==> config.mk <==
export PLATFORM = sky130hd
export DESIGN_NAME = req_ack_initiator
export DESIGN_NICKNAME = d
export VERILOG_FILES = /design/src/rtl/req_ack_initiator.sv
export SDC_FILE = /design/constraint.sdc
export NUM_CORES = 1
export LEC_CHECK = 0
export BUFFER_PORTS_ARGS = -buffer_cell sky130_fd_sc_hd__buf_4
export CAP_MARGIN = 20
export CORE_MARGIN = 5
export CORE_UTILIZATION = 45
export DETAILED_ROUTE_END_ITERATION = 16
export PLACE_DENSITY = 0.66
export REMOVE_ABC_BUFFERS = 1
export SLEW_MARGIN = 0
export SYNTH_ARGS = -nofsm -noshare
export SYNTH_HDL_FRONTEND = slang
export SYNTH_SLANG_ARGS = --single-unit
export TNS_END_PERCENT = 50
==> constraint.sdc <==
create_clock -name clk -period 2.15 [get_ports clk]
set_input_delay 0.43 -clock clk [delete_from_list [all_inputs] [get_ports clk]]
set_output_delay 0.43 -clock clk [all_outputs]
set_load 0.02 [all_outputs]
==> src/rtl/req_ack_initiator.sv <==
// Request/acknowledge initiator: waits a clamped start-to-req gap, raises req until
// an acknowledge (ignored in the first req cycle) or a timeout, then reports the outcome.
module req_ack_initiator #(
  parameter int MIN_GAP = 3,
  parameter int MAX_GAP = 10,
  parameter int TIMEOUT = 16
) (
  input  logic       clk,
  input  logic       rst_n,
  input  logic       start,
  input  logic [3:0] gap,
  input  logic       ack,
  output logic       req,
  output logic       busy,
  output logic       done,
  output logic       timeout_err,
  output logic [7:0] match_cnt
);

  localparam int TW = $clog2(TIMEOUT + 1);
  localparam logic [3:0]    MIN_G   = 4'(MIN_GAP);
  localparam logic [3:0]    MAX_G   = 4'(MAX_GAP);
  localparam logic [TW-1:0] TO_LAST = TW'(TIMEOUT - 1);

  typedef enum logic [1:0] {IDLE, GAP, REQ} state_t;

  state_t        state, state_nx;
  logic [3:0]    gap_cnt, gap_cnt_nx;
  logic [TW-1:0] req_cnt, req_cnt_nx;
  logic [3:0]    gap_clamped;
  logic          req_nx, busy_nx, done_nx, timeout_nx;
  logic [7:0]    match_nx;

  assign gap_clamped = (gap < MIN_G) ? MIN_G : ((gap > MAX_G) ? MAX_G : gap);

  always_ff @(posedge clk or negedge rst_n) begin
    if (!rst_n) begin
      state       <= IDLE;
      gap_cnt     <= '0;
      req_cnt     <= '0;
      req         <= 1'b0;
      busy        <= 1'b0;
      done        <= 1'b0;
      timeout_err <= 1'b0;
      match_cnt   <= '0;
    end else begin
      state       <= state_nx;
      gap_cnt     <= gap_cnt_nx;
      req_cnt     <= req_cnt_nx;
      req         <= req_nx;
      busy        <= busy_nx;
      done        <= done_nx;
      timeout_err <= timeout_nx;
      match_cnt   <= match_nx;
    end
  end

  // gap_cnt is loaded with G-1 so req is registered high at the start of cycle T+G;
  // req_cnt==0 marks the first req cycle, in which ack is deliberately ignored.
  always_comb begin
    state_nx   = state;
    gap_cnt_nx = gap_cnt;
    req_cnt_nx = req_cnt;
    req_nx     = req;
    busy_nx    = busy;
    done_nx    = 1'b0;
    timeout_nx = 1'b0;
    match_nx   = match_cnt;
    case (state)
      IDLE: begin
        if (start) begin
          state_nx   = GAP;
          gap_cnt_nx = gap_clamped - 4'd1;
          busy_nx    = 1'b1;
          req_nx     = 1'b0;
        end
      end
      GAP: begin
        if (gap_cnt <= 4'd1) begin
          state_nx   = REQ;
          req_nx     = 1'b1;
          req_cnt_nx = '0;
        end else begin
          gap_cnt_nx = gap_cnt - 4'd1;
        end
      end
      REQ: begin
        // Acknowledge takes priority over a timeout landing on the same edge.
        if (ack && (req_cnt != '0)) begin
          state_nx = IDLE;
          req_nx   = 1'b0;
          busy_nx  = 1'b0;
          done_nx  = 1'b1;
          if (match_cnt != 8'hFF) match_nx = match_cnt + 8'd1;
        end else if (req_cnt == TO_LAST) begin
          state_nx   = IDLE;
          req_nx     = 1'b0;
          busy_nx    = 1'b0;
          timeout_nx = 1'b1;
        end else begin
          req_cnt_nx = req_cnt + 1'b1;
        end
      end
      default: begin
        state_nx = IDLE;
        req_nx   = 1'b0;
        busy_nx  = 1'b0;
      end
    endcase
  end

endmodule

==> qor.json, run 1 <==
{
  "run_status": {"value": "finished clean"},
  "start_util": {"value": 0.477},
  "detailroute.via_count": {"value": 893},
  "chipHeight": {"value": 61.5, "unit": "um"},
  "worst_pin_slew": {"value": 0.532, "unit": "ns"},
  "p_leak": {"value": 0.702, "unit": "nW"},
  "gr-total-overflow": {"value": 0},
  "powerDensity": {"value": 1160, "unit": "mW/mm^2"},
  "global_route_wire_length_before_repair": {"value": 3530, "unit": "um"},
  "postPlaceCellArea": {"value": 0.00137, "unit": "mm^2"},
  "fp.dieArea": {"value": 0.00378, "unit": "mm^2"},
  "post_cts.resized_instances": {"value": 0},
  "io-pin-count": {"value": 20},
  "num_rows": {"value": 18},
  "worst_hold_path_type": {"value": "input port to flip-flop"},
  "clock_path_buffers": {"value": 2},
  "track_usage": {"value": 0.126},
  "root_buffer": {"value": "clkbuf_4"},
  "synth-edff-count": {"value": 0},
  "setup_violations": {"value": 0},
  "final_clock_period_utilization_by_the_worst_path": {"value": 0.897},
  "most-common-layout-cells": {"value": "dfrtp_1 (22), buf_4 (19), nand2_1 (9)"},
  "post_cts_hold_fix_bufs": {"value": 1},
  "remaining_drc_errors": {"value": 0},
  "max-cap-violations": {"value": 0},
  "finalHoldViolCount": {"value": 0},
  "synthesis.area": {"value": 0.00119, "unit": "mm^2"},
  "cts.reportedPaths.clkPinSlew": {"value": 0.13, "unit": "ns"},
  "gpl.final_weighted_congestion": {"value": 0.807},
  "nNetsFinal": {"value": 152},
  "dp_hpwl": {"value": 1680, "unit": "um"},
  "crit_path_cell_trace": {"value": "inv_1, ha_1, or4b_4, a211oi_4, or2_2, o21ai_0"},
  "count_of_mapped_cells_out_of_synthesis": {"value": 114},
  "cp_max_fo": {"value": 7},
  "buffer_ports.inserted": {"value": 19},
  "grt_pass1_vias": {"value": 810},
  "yosysTopAreaCell": {"value": "dfrtp_1"},
  "clock-sinks": {"value": 22},
  "vdd_ir_drop_max": {"value": 0.611, "unit": "mV"},
  "wire_per_inst": {"value": 13.4, "unit": "um"},
  "drv_slew": {"value": 0},
  "detail_route.vias_per_cell": {"value": 5.38},
  "cts_tree": {"value": "yes"},
  "routed_wirelength": {"value": 2220, "unit": "um"},
  "cts_setup_buffers": {"value": 0},
  "post_route_cells_drive_above_1_share": {"value": 0.235},
  "yosys.cell_types.count": {"value": 39},
  "cpPeakStageDelay": {"value": 0.50, "unit": "ns"},
  "netlist.area_leader.share": {"value": 0.461},
  "crit_path_end_kind": {"value": "flip-flop"},
  "critical_path_required": {"value": 2.36, "unit": "ns"},
  "layout_area_overhead": {"value": 19.7, "unit": "%"},
  "fin_skew": {"value": 0.00312, "unit": "ns"},
  "detail-route-antenna-nets": {"value": 0},
  "synth.avg_cell_area": {"value": 10.5, "unit": "um^2"},
  "rsz0062_at_grt": {"value": "false"},
  "stdcell_area": {"value": 0.00143, "unit": "mm^2"},
  "synth.ff_latch_count": {"value": 22},
  "crit_path_start_kind": {"value": "flip-flop"},
  "synthFlopType": {"value": "dfrtp_1"},
  "core": {"value": 0.00250, "unit": "mm^2"},
  "antenna_violations_before_repair": {"value": 0},
  "final.setup.tns": {"value": 0, "unit": "ns"},
  "ys_async_sr_fraction": {"value": 1.00},
  "fin_crit": {"value": 1.93, "unit": "ns"},
  "cell_with_the_largest_stage_delay_on_the_worst_path": {"value": "or4b_4"},
  "timing.setup.critical_path_class": {"value": "flip-flop to flip-flop"},
  "timing.max_slew.rel_slack": {"value": 0.642},
  "clock_network_latency_to_the_later_pin_of_the_worst_skew_pair": {"value": 0.31, "unit": "ns"},
  "first_iter_violations": {"value": 29},
  "cp_data_arrival_time": {"value": 2.14, "unit": "ns"},
  "num_antenna_cells": {"value": 0},
  "synth_sequential_area_ratio": {"value": 0.461},
  "grt_max_degree": {"value": 23},
  "dieWidth": {"value": 61.5, "unit": "um"},
  "most_common_cell_after_layout_fill_and_taps_aside": {"value": "dfrtp_1"},
  "synth-warning-count": {"value": 0},
  "cts-htree-levels": {"value": 1},
  "max_clock_freq": {"value": 518, "unit": "MHz"},
  "tritoncts.num_buffers": {"value": 3},
  "synth.area.top_cells": {"value": "dfrtp_1 (46%), ha_1 (7.3%), xor2_1 (5.1%), nand2_1 (2.8%), mux2i_1 (2.5%)"},
  "drt_first_pass_iters": {"value": 4}
}
cell usage after synthesis, types with 2 or more instances:
library cell	n
clkbuf_1	2
nor3_1	2
nor2_1	7
a211oi_1	2
dfrtp_1	22
nor3b_1	2
nand2b_1	3
xnor2_1	2
nor4_1	4
a21oi_1	3
nand2_1	9
xor2_1	7
mux2i_1	3
o21ai_0	4
inv_1	8
ha_1	7
a22o_1	2
nand3_1	4
flip-flops by register name, summed over array words and instances, names as in the netlist:
name,flops
match_cnt,8
req_cnt,5
gap_cnt,4
state,2
busy,1
done,1
timeout_err,1
where the power goes:
group / internal, W / switching (W)
logic: 0.000311 / 0.000372
clock network: 0.000188 / 0.000131
registers: 0.000535 / 0.000126
total: 0.00103 / 0.000629
metrics by stage:
stage	total power [W]	hold WS, ns	util	setup slack (ns)	instances
after global routing	0.00179	0.327	0.572	0.119	166
after detailed placement	0.00136	0.333	0.547	0.238	161
after global placement	0.00134	0.333	0.547	0.287	161
after floorplan	0.00115	0.134	-	0.358	112
after CTS	0.00168	0.326	0.572	0.219	166
final	0.00166	0.341	0.572	0.220	166
per-layer routing:
metal	up-vias	track usage	part of all wire	wire [um]
met2	20	0.184	0.45	994
met1	420	0.173	0.49	1080
met4	0	0.0697	0.020	44
met3	4	0.0273	0.046	101
met5	-	0	0	0
li1	449	-	-	-
worst paths after layout:
kind / start / end / slack (ns) / cells past startpoint
hold reg to reg: match_cnt[6] / match_cnt[6] / 0.52 / 1
max in group asynchronous: rst_n / state[0] / 1.41 / 2
setup reg to reg: req_cnt[1] / req_cnt[0] / 0.22 / 6
hold / removal: ack / timeout_err / 0.34 / 2
min in group asynchronous: rst_n / match_cnt[5] / 0.53 / 2
setup / recovery: req_cnt[1] / req_cnt[0] / 0.22 / 6
critical path: cells and delay by family (launching register included):
| kind | cells | cell delay [ns] |
|---|---|---|
| buf+inv | 1 | 0.09 |
| compound gates | 2 | 0.48 |
| simple gates | 2 | 0.69 |
| flops | 1 | 0.44 |
| fa+ha+maj | 1 | 0.13 |
cell families after synthesis:
family                     count (synthesis)  synth area share
AOI/OAI and AO/OA                         19             0.126
buffers and inverters                     10            0.0314
DFF                                       22             0.461
and+or+nand+nor                           43             0.208
adders and majority gates                  7            0.0734
muxes                                      4            0.0346
xor gates and xnor gates                   9            0.0660
final cells by class:
type | instances | area (um^2)
fillers | 216 | 1070
multi-input cells | 82 | 606
flip-flops and latches | 22 | 551
repair buffers | 20 | 153
well taps | 30 | 37.5
clock inverters | 1 | 30.0
inverters | 8 | 30.0
clock buffers | 3 | 22.5
No activity file was read; power rests on OpenSTA's default activity.
==> run 2, diff against run 1 <==
--- a/config.mk
+++ b/config.mk
@@ -7,7 +7,6 @@
 export LEC_CHECK = 0
 export BUFFER_PORTS_ARGS = -buffer_cell sky130_fd_sc_hd__buf_4
 export CAP_MARGIN = 20
-export CORE_MARGIN = 5
 export CORE_UTILIZATION = 45
 export DETAILED_ROUTE_END_ITERATION = 16
 export PLACE_DENSITY = 0.66
==> run 2 against run 1 <==
Effect of this change:
- critical path depth is the same
- clock power about the same
- largest cell class unchanged
- non-clock buffer count unchanged
- setup slack improved by 0.0036 ns
- largest power group unchanged
- final cell count did not move
- critical endpoint unchanged
- clock skew grew 0.0097 ns
- routed wire length shrank 1.4%
==> qor.json, run 2 (synthesized netlist as in run 1, its figures left out) <==
{
  "worstSetupStartpoint": {"value": "req_cnt[1]", "change": "unchanged"},
  "largest_reg_flops": {"value": 8, "change": "unchanged"},
  "finalHoldViolCount": {"value": 0, "change": "unchanged"},
  "wl_met3": {"value": 43, "unit": "um", "change": "was 101 um"},
  "num_antenna_cells": {"value": 0, "change": "unchanged"},
  "tritoncts.num_buffers": {"value": 3, "change": "unchanged"},
  "antenna_violations_before_repair": {"value": 0, "change": "unchanged"},
  "worst-r2r-setup-slack": {"value": 0.22, "unit": "ns", "change": "about the same"},
  "dr_wl_met2": {"value": 1070, "unit": "um", "change": "was 994 um"},
  "num_rows": {"value": 18, "change": "unchanged"},
  "routed_wirelength": {"value": 2190, "unit": "um", "change": "was 2220 um"},
  "wl_met1": {"value": 1020, "unit": "um", "change": "was 1080 um"},
  "timing.rr.end": {"value": "req_cnt[0]", "change": "unchanged"},
  "filler_cell_count": {"value": 232, "change": "was 216"},
  "cts-htree-levels": {"value": 1, "change": "unchanged"},
  "detail-route-antenna-nets": {"value": 0, "change": "unchanged"},
  "clock-sinks": {"value": 22, "change": "unchanged"},
  "finalPower": {"value": 0.00168, "unit": "W", "change": "was 0.00166 W"},
  "cp_max_fo": {"value": 7, "change": "unchanged"},
  "io-pin-count": {"value": 20, "change": "unchanged"},
  "post_cts.resized_instances": {"value": 0, "change": "unchanged"},
  "worst_setup_path_endpoint": {"value": "req_cnt[0]", "change": "unchanged"},
  "chipHeight": {"value": 53.5, "unit": "um", "change": "was 61.5 um"},
  "powerDensity": {"value": 1170, "unit": "mW/mm^2", "change": "was 1160 mW/mm^2"},
  "drv_slew": {"value": 0, "change": "unchanged"},
  "dp_hpwl": {"value": 1660, "unit": "um", "change": "was 1680 um"},
  "final_clock_period_utilization_by_the_worst_path": {"value": 0.896, "change": "was 0.897"},
  "critical_path_required": {"value": 2.35, "unit": "ns", "change": "was 2.36 ns"},
  "fin_crit": {"value": 1.93, "unit": "ns", "change": "about the same"},
  "worst_pin_slew": {"value": 0.535, "unit": "ns", "change": "was 0.532 ns"},
  "track_usage": {"value": 0.188, "change": "was 0.126"},
  "cts_tree": {"value": "yes", "change": "unchanged"},
  "largest-register": {"value": "match_cnt", "change": "unchanged"},
  "max-cap-violations": {"value": 0, "change": "unchanged"},
  "area.sequential": {"value": 551, "unit": "um^2", "change": "unchanged"},
  "run_status": {"value": "finished clean", "change": "unchanged"},
  "crit_path_start_kind": {"value": "flip-flop", "change": "unchanged"},
  "reg2regPathDepth": {"value": 6, "change": "unchanged"},
  "clock_path_buffers": {"value": 2, "change": "unchanged"},
  "final.setup.tns": {"value": 0, "unit": "ns", "change": "unchanged"},
  "dr.max_layer_used": {"value": "met4", "change": "unchanged"},
  "rsz0062_at_grt": {"value": "false", "change": "unchanged"},
  "post_route_cells_drive_above_1_share": {"value": 0.235, "change": "unchanged"},
  "wire_per_inst": {"value": 13.2, "unit": "um", "change": "was 13.4 um"},
  "first_iter_violations": {"value": 13, "change": "was 29"},
  "detailroute.via_count": {"value": 887, "change": "was 893"},
  "dieWidth": {"value": 53.5, "unit": "um", "change": "was 61.5 um"},
  "start_util": {"value": 0.477, "change": "unchanged"},
  "remaining_drc_errors": {"value": 0, "change": "unchanged"},
  "fp.dieArea": {"value": 0.00286, "unit": "mm^2", "change": "was 0.00378 mm^2"},
  "clock_network_latency_to_the_later_pin_of_the_worst_skew_pair": {"value": 0.31, "unit": "ns", "change": "about the same"},
  "post-route-util": {"value": 0.572, "change": "unchanged"},
  "drt_first_pass_iters": {"value": 4, "change": "unchanged"},
  "vdd_ir_drop_max": {"value": 0.772, "unit": "mV", "change": "was 0.611 mV"},
  "gr-total-overflow": {"value": 0, "change": "unchanged"},
  "max_clock_freq": {"value": 519, "unit": "MHz", "change": "was 518 MHz"},
  "grt_max_degree": {"value": 23, "change": "unchanged"},
  "timing.setup.critical_path_class": {"value": "flip-flop to flip-flop", "change": "unchanged"},
  "timing.max_slew.rel_slack": {"value": 0.640, "change": "was 0.642"},
  "detail_route.vias_per_cell": {"value": 5.34, "change": "was 5.38"},
  "cell_with_the_largest_stage_delay_on_the_worst_path": {"value": "or4b_4", "change": "unchanged"},
  "timing.hold.ws": {"value": 0.331, "unit": "ns", "change": "was 0.341 ns"},
  "cpPeakStageDelay": {"value": 0.50, "unit": "ns", "change": "about the same"},
  "cts.reportedPaths.clkPinSlew": {"value": 0.12, "unit": "ns", "change": "was 0.13 ns"},
  "worst_hold_path_type": {"value": "input port to flip-flop", "change": "unchanged"},
  "crit_path_end_kind": {"value": "flip-flop", "change": "unchanged"},
  "gpl.final_weighted_congestion": {"value": 0.779, "change": "was 0.807"},
  "fin_skew": {"value": 0.0128, "unit": "ns", "change": "was 0.00312 ns"},
  "reg2reg_from": {"value": "req_cnt[1]", "change": "unchanged"},
  "crit_path_cell_trace": {"value": "inv_1, ha_1, or4b_4, a211oi_4, or2_2, o21ai_0", "change": "unchanged"},
  "root_buffer": {"value": "clkbuf_4", "change": "unchanged"},
  "nNetsFinal": {"value": 152, "change": "unchanged"},
  "grt_pass1_vias": {"value": 809, "change": "was 810"},
  "cp_data_arrival_time": {"value": 2.12, "unit": "ns", "change": "was 2.14 ns"},
  "buffer_ports.inserted": {"value": 19, "change": "unchanged"},
  "worstHoldStart": {"value": "ack", "change": "unchanged"},
  "most_common_cell_after_layout_fill_and_taps_aside": {"value": "dfrtp_1", "change": "unchanged"},
  "setup_violations": {"value": 0, "change": "unchanged"},
  "finalWorstSetupSlack": {"value": 0.224, "unit": "ns", "change": "was 0.220 ns"},
  "top_regs": {"value": "match_cnt: 8 flops, req_cnt: 5 flops, gap_cnt: 4 flops", "change": "unchanged"},
  "most-common-layout-cells": {"value": "dfrtp_1 (22), buf_4 (19), nand2_1 (9)", "change": "unchanged"},
  "p_leak": {"value": 0.702, "unit": "nW", "change": "unchanged"},
  "dp_slack": {"value": 0.239, "unit": "ns", "change": "was 0.238 ns"},
  "multi_input_comb_area": {"value": 606, "unit": "um^2", "change": "unchanged"},
  "core": {"value": 0.00250, "unit": "mm^2", "change": "unchanged"},
  "global_route_wire_length_before_repair": {"value": 3720, "unit": "um", "change": "was 3530 um"},
  "layout_area_overhead": {"value": 19.7, "unit": "%", "change": "unchanged"}
}
==> run 2: cell counts in the layout (fill, tap and decap cells not counted) <==
No cell type changed its count.
==> run 2: through the flow <==
stage               cell area [um^2]  instances
finish                          1430        166
floorplan                       1190        112
CTS                             1430        166
global route                    1430        166
detailed placement              1370        161
global placement                1370        161
==> run 2: routing by layer <==
layer | vias to the layer above | global-route usage
met5 | - | 0
met4 | 0 | 0.105
met3 | 4 | 0.0259
met2 | 14 | 0.298
met1 | 416 | 0.244
li1 | 453 | -
==> run 2: how the worst min path moves through the flow <==
| stage | endpoint | slack, ns | cells after the start |
|---|---|---|---|
| after global placement | state[1] | 0.33 | 1 |
| after CTS | timeout_err | 0.33 | 2 |
| final | timeout_err | 0.33 | 2 |
| after floorplan | busy | 0.13 | 0 |
| after detailed placement | req_cnt[3] | 0.33 | 1 |
| after global routing | timeout_err | 0.33 | 2 |
==> run 2: area by class of cell <==
class | count | area share
sequential | 22 | 0.385
tap | 30 | 0.0263
timing repair buffer | 20 | 0.107
clock buffer | 3 | 0.0158
inverter | 8 | 0.0210
multi-input combinational | 82 | 0.424
clock inverter | 1 | 0.0210
==> run 2: critical path, delay by kind of cell, from the launching register on <==
family / cells / cell delay (ns)
adders and majority gates: 1 / 0.15
AOI/OAI and AO/OA: 2 / 0.47
buffers and inverters: 1 / 0.09
and+or+nand+nor: 2 / 0.69
DFF: 1 / 0.42
==> run 2: timing repair <==
item                      4_1_cts  5_1_grt
hold buffers                    1        0
setup buffers                   0        0
hold endpoints to repair       22        0
==> run 2: power by group <==
part / internal [W] / switching [W] / total, W / leakage, nW
sequential: 0.000535 / 0.000125 / 0.000660 / 0.289
clock: 0.000188 / 0.000130 / 0.000319 / 0.0279
combinational: 0.000315 / 0.000385 / 0.000700 / 0.385
==> run 3, diff against run 2 <==
--- a/config.mk
+++ b/config.mk
@@ -9,9 +9,10 @@
 export CAP_MARGIN = 20
 export CORE_UTILIZATION = 45
 export DETAILED_ROUTE_END_ITERATION = 16
+export MAX_ROUTING_LAYER = met4
 export PLACE_DENSITY = 0.66
 export REMOVE_ABC_BUFFERS = 1
-export SLEW_MARGIN = 0
+export SLEW_MARGIN = 20
 export SYNTH_ARGS = -nofsm -noshare
 export SYNTH_HDL_FRONTEND = slang
 export SYNTH_SLANG_ARGS = --single-unit
==> run 3 against run 2 <==
Effect of this change:
- die area is the same
- largest power group unchanged
- sequential share of layout area is the same
- first-iteration DRC count is the same
- sequential power is essentially flat
- clock skew is essentially flat
- fmax is essentially flat
- register-to-register slack is essentially flat
- largest cell class unchanged
==> qor.json, run 3 (synthesized netlist as in run 1, its figures left out) <==
{
  "antenna_violations_before_repair": {"value": 0, "change": "unchanged"},
  "post_cts.resized_instances": {"value": 0, "change": "unchanged"},
  "worst-r2r-setup-slack": {"value": 0.22, "unit": "ns", "change": "about the same"},
  "drt_first_pass_iters": {"value": 4, "change": "unchanged"},
  "timing.hold.ws": {"value": 0.332, "unit": "ns", "change": "was 0.331 ns"},
  "gpl.final_weighted_congestion": {"value": 0.790, "change": "was 0.779"},
  "critical_path_required": {"value": 2.35, "unit": "ns", "change": "about the same"},
  "grt_pass1_vias": {"value": 810, "change": "was 809"},
  "rsz0062_at_grt": {"value": "false", "change": "unchanged"},
  "worst_pin_slew": {"value": 0.533, "unit": "ns", "change": "was 0.535 ns"},
  "crit_path_end_kind": {"value": "flip-flop", "change": "unchanged"},
  "largest_reg_flops": {"value": 8, "change": "unchanged"},
  "most_common_cell_after_layout_fill_and_taps_aside": {"value": "dfrtp_1", "change": "unchanged"},
  "track_usage": {"value": 0.193, "change": "was 0.188"},
  "chipHeight": {"value": 53.5, "unit": "um", "change": "unchanged"},
  "postPlaceCellArea": {"value": 0.00137, "unit": "mm^2", "change": "unchanged"},
  "clock_path_buffers": {"value": 2, "change": "unchanged"},
  "worst_hold_path_type": {"value": "input port to flip-flop", "change": "unchanged"},
  "largest-register": {"value": "match_cnt", "change": "unchanged"},
  "cts.reportedPaths.clkPinSlew": {"value": 0.12, "unit": "ns", "change": "about the same"},
  "finalWorstSetupSlack": {"value": 0.224, "unit": "ns", "change": "about the same"},
  "cts_tree": {"value": "yes", "change": "unchanged"},
  "fp.dieArea": {"value": 0.00286, "unit": "mm^2", "change": "unchanged"},
  "max-cap-violations": {"value": 0, "change": "unchanged"},
  "num_rows": {"value": 18, "change": "unchanged"},
  "setup_violations": {"value": 0, "change": "unchanged"},
  "stdcell_area": {"value": 0.00143, "unit": "mm^2", "change": "unchanged"},
  "cts_setup_buffers": {"value": 0, "change": "unchanged"},
  "run_status": {"value": "finished clean", "change": "unchanged"},
  "root_buffer": {"value": "clkbuf_4", "change": "unchanged"},
  "top_regs": {"value": "match_cnt: 8 flops, req_cnt: 5 flops, gap_cnt: 4 flops", "change": "unchanged"},
  "final_clock_period_utilization_by_the_worst_path": {"value": 0.896, "change": "about the same"},
  "drv_slew": {"value": 0, "change": "unchanged"},
  "clock-sinks": {"value": 22, "change": "unchanged"},
  "tritoncts.num_buffers": {"value": 3, "change": "unchanged"},
  "most-common-layout-cells": {"value": "dfrtp_1 (22), buf_4 (19), nand2_1 (9)", "change": "unchanged"},
  "max_clock_freq": {"value": 519, "unit": "MHz", "change": "about the same"},
  "post_route_cells_drive_above_1_share": {"value": 0.235, "change": "unchanged"},
  "vdd_ir_drop_max": {"value": 0.772, "unit": "mV", "change": "about the same"},
  "fin_skew": {"value": 0.0128, "unit": "ns", "change": "about the same"},
  "layout_area_overhead": {"value": 19.7, "unit": "%", "change": "unchanged"},
  "final.setup.tns": {"value": 0, "unit": "ns", "change": "unchanged"},
  "cts-htree-levels": {"value": 1, "change": "unchanged"},
  "p_leak": {"value": 0.702, "unit": "nW", "change": "unchanged"},
  "remaining_drc_errors": {"value": 0, "change": "unchanged"},
  "post_cts_hold_fix_bufs": {"value": 1, "change": "unchanged"},
  "num_antenna_cells": {"value": 0, "change": "unchanged"},
  "cp_max_fo": {"value": 7, "change": "unchanged"},
  "global_route_wire_length_before_repair": {"value": 3710, "unit": "um", "change": "was 3720 um"},
  "dieWidth": {"value": 53.5, "unit": "um", "change": "unchanged"},
  "first_iter_violations": {"value": 13, "change": "unchanged"},
  "crit_path_start_kind": {"value": "flip-flop", "change": "unchanged"},
  "buffer_ports.inserted": {"value": 19, "change": "unchanged"},
  "gr-total-overflow": {"value": 0, "change": "unchanged"},
  "dp_slack": {"value": 0.239, "unit": "ns", "change": "unchanged"},
  "timing.setup.critical_path_class": {"value": "flip-flop to flip-flop", "change": "unchanged"},
  "nNetsFinal": {"value": 152, "change": "unchanged"},
  "detail-route-antenna-nets": {"value": 0, "change": "unchanged"},
  "core": {"value": 0.00250, "unit": "mm^2", "change": "unchanged"},
  "clock_network_latency_to_the_later_pin_of_the_worst_skew_pair": {"value": 0.31, "unit": "ns", "change": "about the same"},
  "routed_wirelength": {"value": 2180, "unit": "um", "change": "was 2190 um"},
  "wire_per_inst": {"value": 13.2, "unit": "um", "change": "about the same"},
  "timing.max_slew.rel_slack": {"value": 0.641, "change": "was 0.640"},
  "cp_data_arrival_time": {"value": 2.12, "unit": "ns", "change": "about the same"},
  "io-pin-count": {"value": 20, "change": "unchanged"},
  "finalHoldViolCount": {"value": 0, "change": "unchanged"},
  "start_util": {"value": 0.477, "change": "unchanged"},
  "dp_hpwl": {"value": 1660, "unit": "um", "change": "unchanged"},
  "detailroute.via_count": {"value": 884, "change": "was 887"},
  "grt_max_degree": {"value": 23, "change": "unchanged"},
  "powerDensity": {"value": 1170, "unit": "mW/mm^2", "change": "about the same"},
  "detail_route.vias_per_cell": {"value": 5.33, "change": "was 5.34"},
  "fin_crit": {"value": 1.93, "unit": "ns", "change": "about the same"}
}
run 3: cell counts in the layout (fill, tap and decap cells not counted):
No cell type changed its count.
run 3: final cells by class:
cell class	count	area, um^2
Multi-Input combinational cell	82	606
Fill cell	232	1070
Clock inverter	1	30.0
Clock buffer	3	22.5
Tap cell	30	37.5
Timing Repair Buffer	20	153
Sequential cell	22	551
Inverter	8	30.0
run 3: worst max-delay path: stages (launching register included):
cell      delay [ns]
dfrtp_1         0.42
inv_1           0.09
ha_1            0.15
or4b_4          0.50
a211oi_4        0.40
or2_2           0.19
o21ai_0         0.07
run 3: power breakdown:
| group | internal [W] | total (W) | leakage [nW] | switching, W |
|---|---|---|---|---|
| clock | 0.000188 | 0.000318 | 0.0279 | 0.000130 |
| sequential | 0.000535 | 0.000659 | 0.289 | 0.000124 |
| combinational | 0.000315 | 0.000700 | 0.385 | 0.000385 |
run 3: final timing paths:
kind                              start            to  cells past startpoint
min in group asynchronous         rst_n          done                      2
setup / recovery             req_cnt[1]    req_cnt[0]                      6
setup reg to reg             req_cnt[1]    req_cnt[0]                      6
max in group asynchronous         rst_n    req_cnt[0]                      2
hold / removal                      ack   timeout_err                      2
hold reg to reg            match_cnt[6]  match_cnt[6]                      1
run 3: per-stage QoR:
step | utilization | cells | power, W
2_1_floorplan | - | 112 | 0.00115
4_1_cts | 0.572 | 166 | 0.00169
3_3_place_gp | 0.547 | 161 | 0.00134
3_5_place_dp | 0.547 | 161 | 0.00138
6_report | 0.572 | 166 | 0.00168
5_1_grt | 0.572 | 166 | 0.00182
run 3: metal layers:
layer | global-route usage | wire, um
met1 | 0.244 | 1010
met2 | 0.298 | 1070
met3 | 0.0259 | 45
met4 | 0.105 | 57
met5 | - | 0
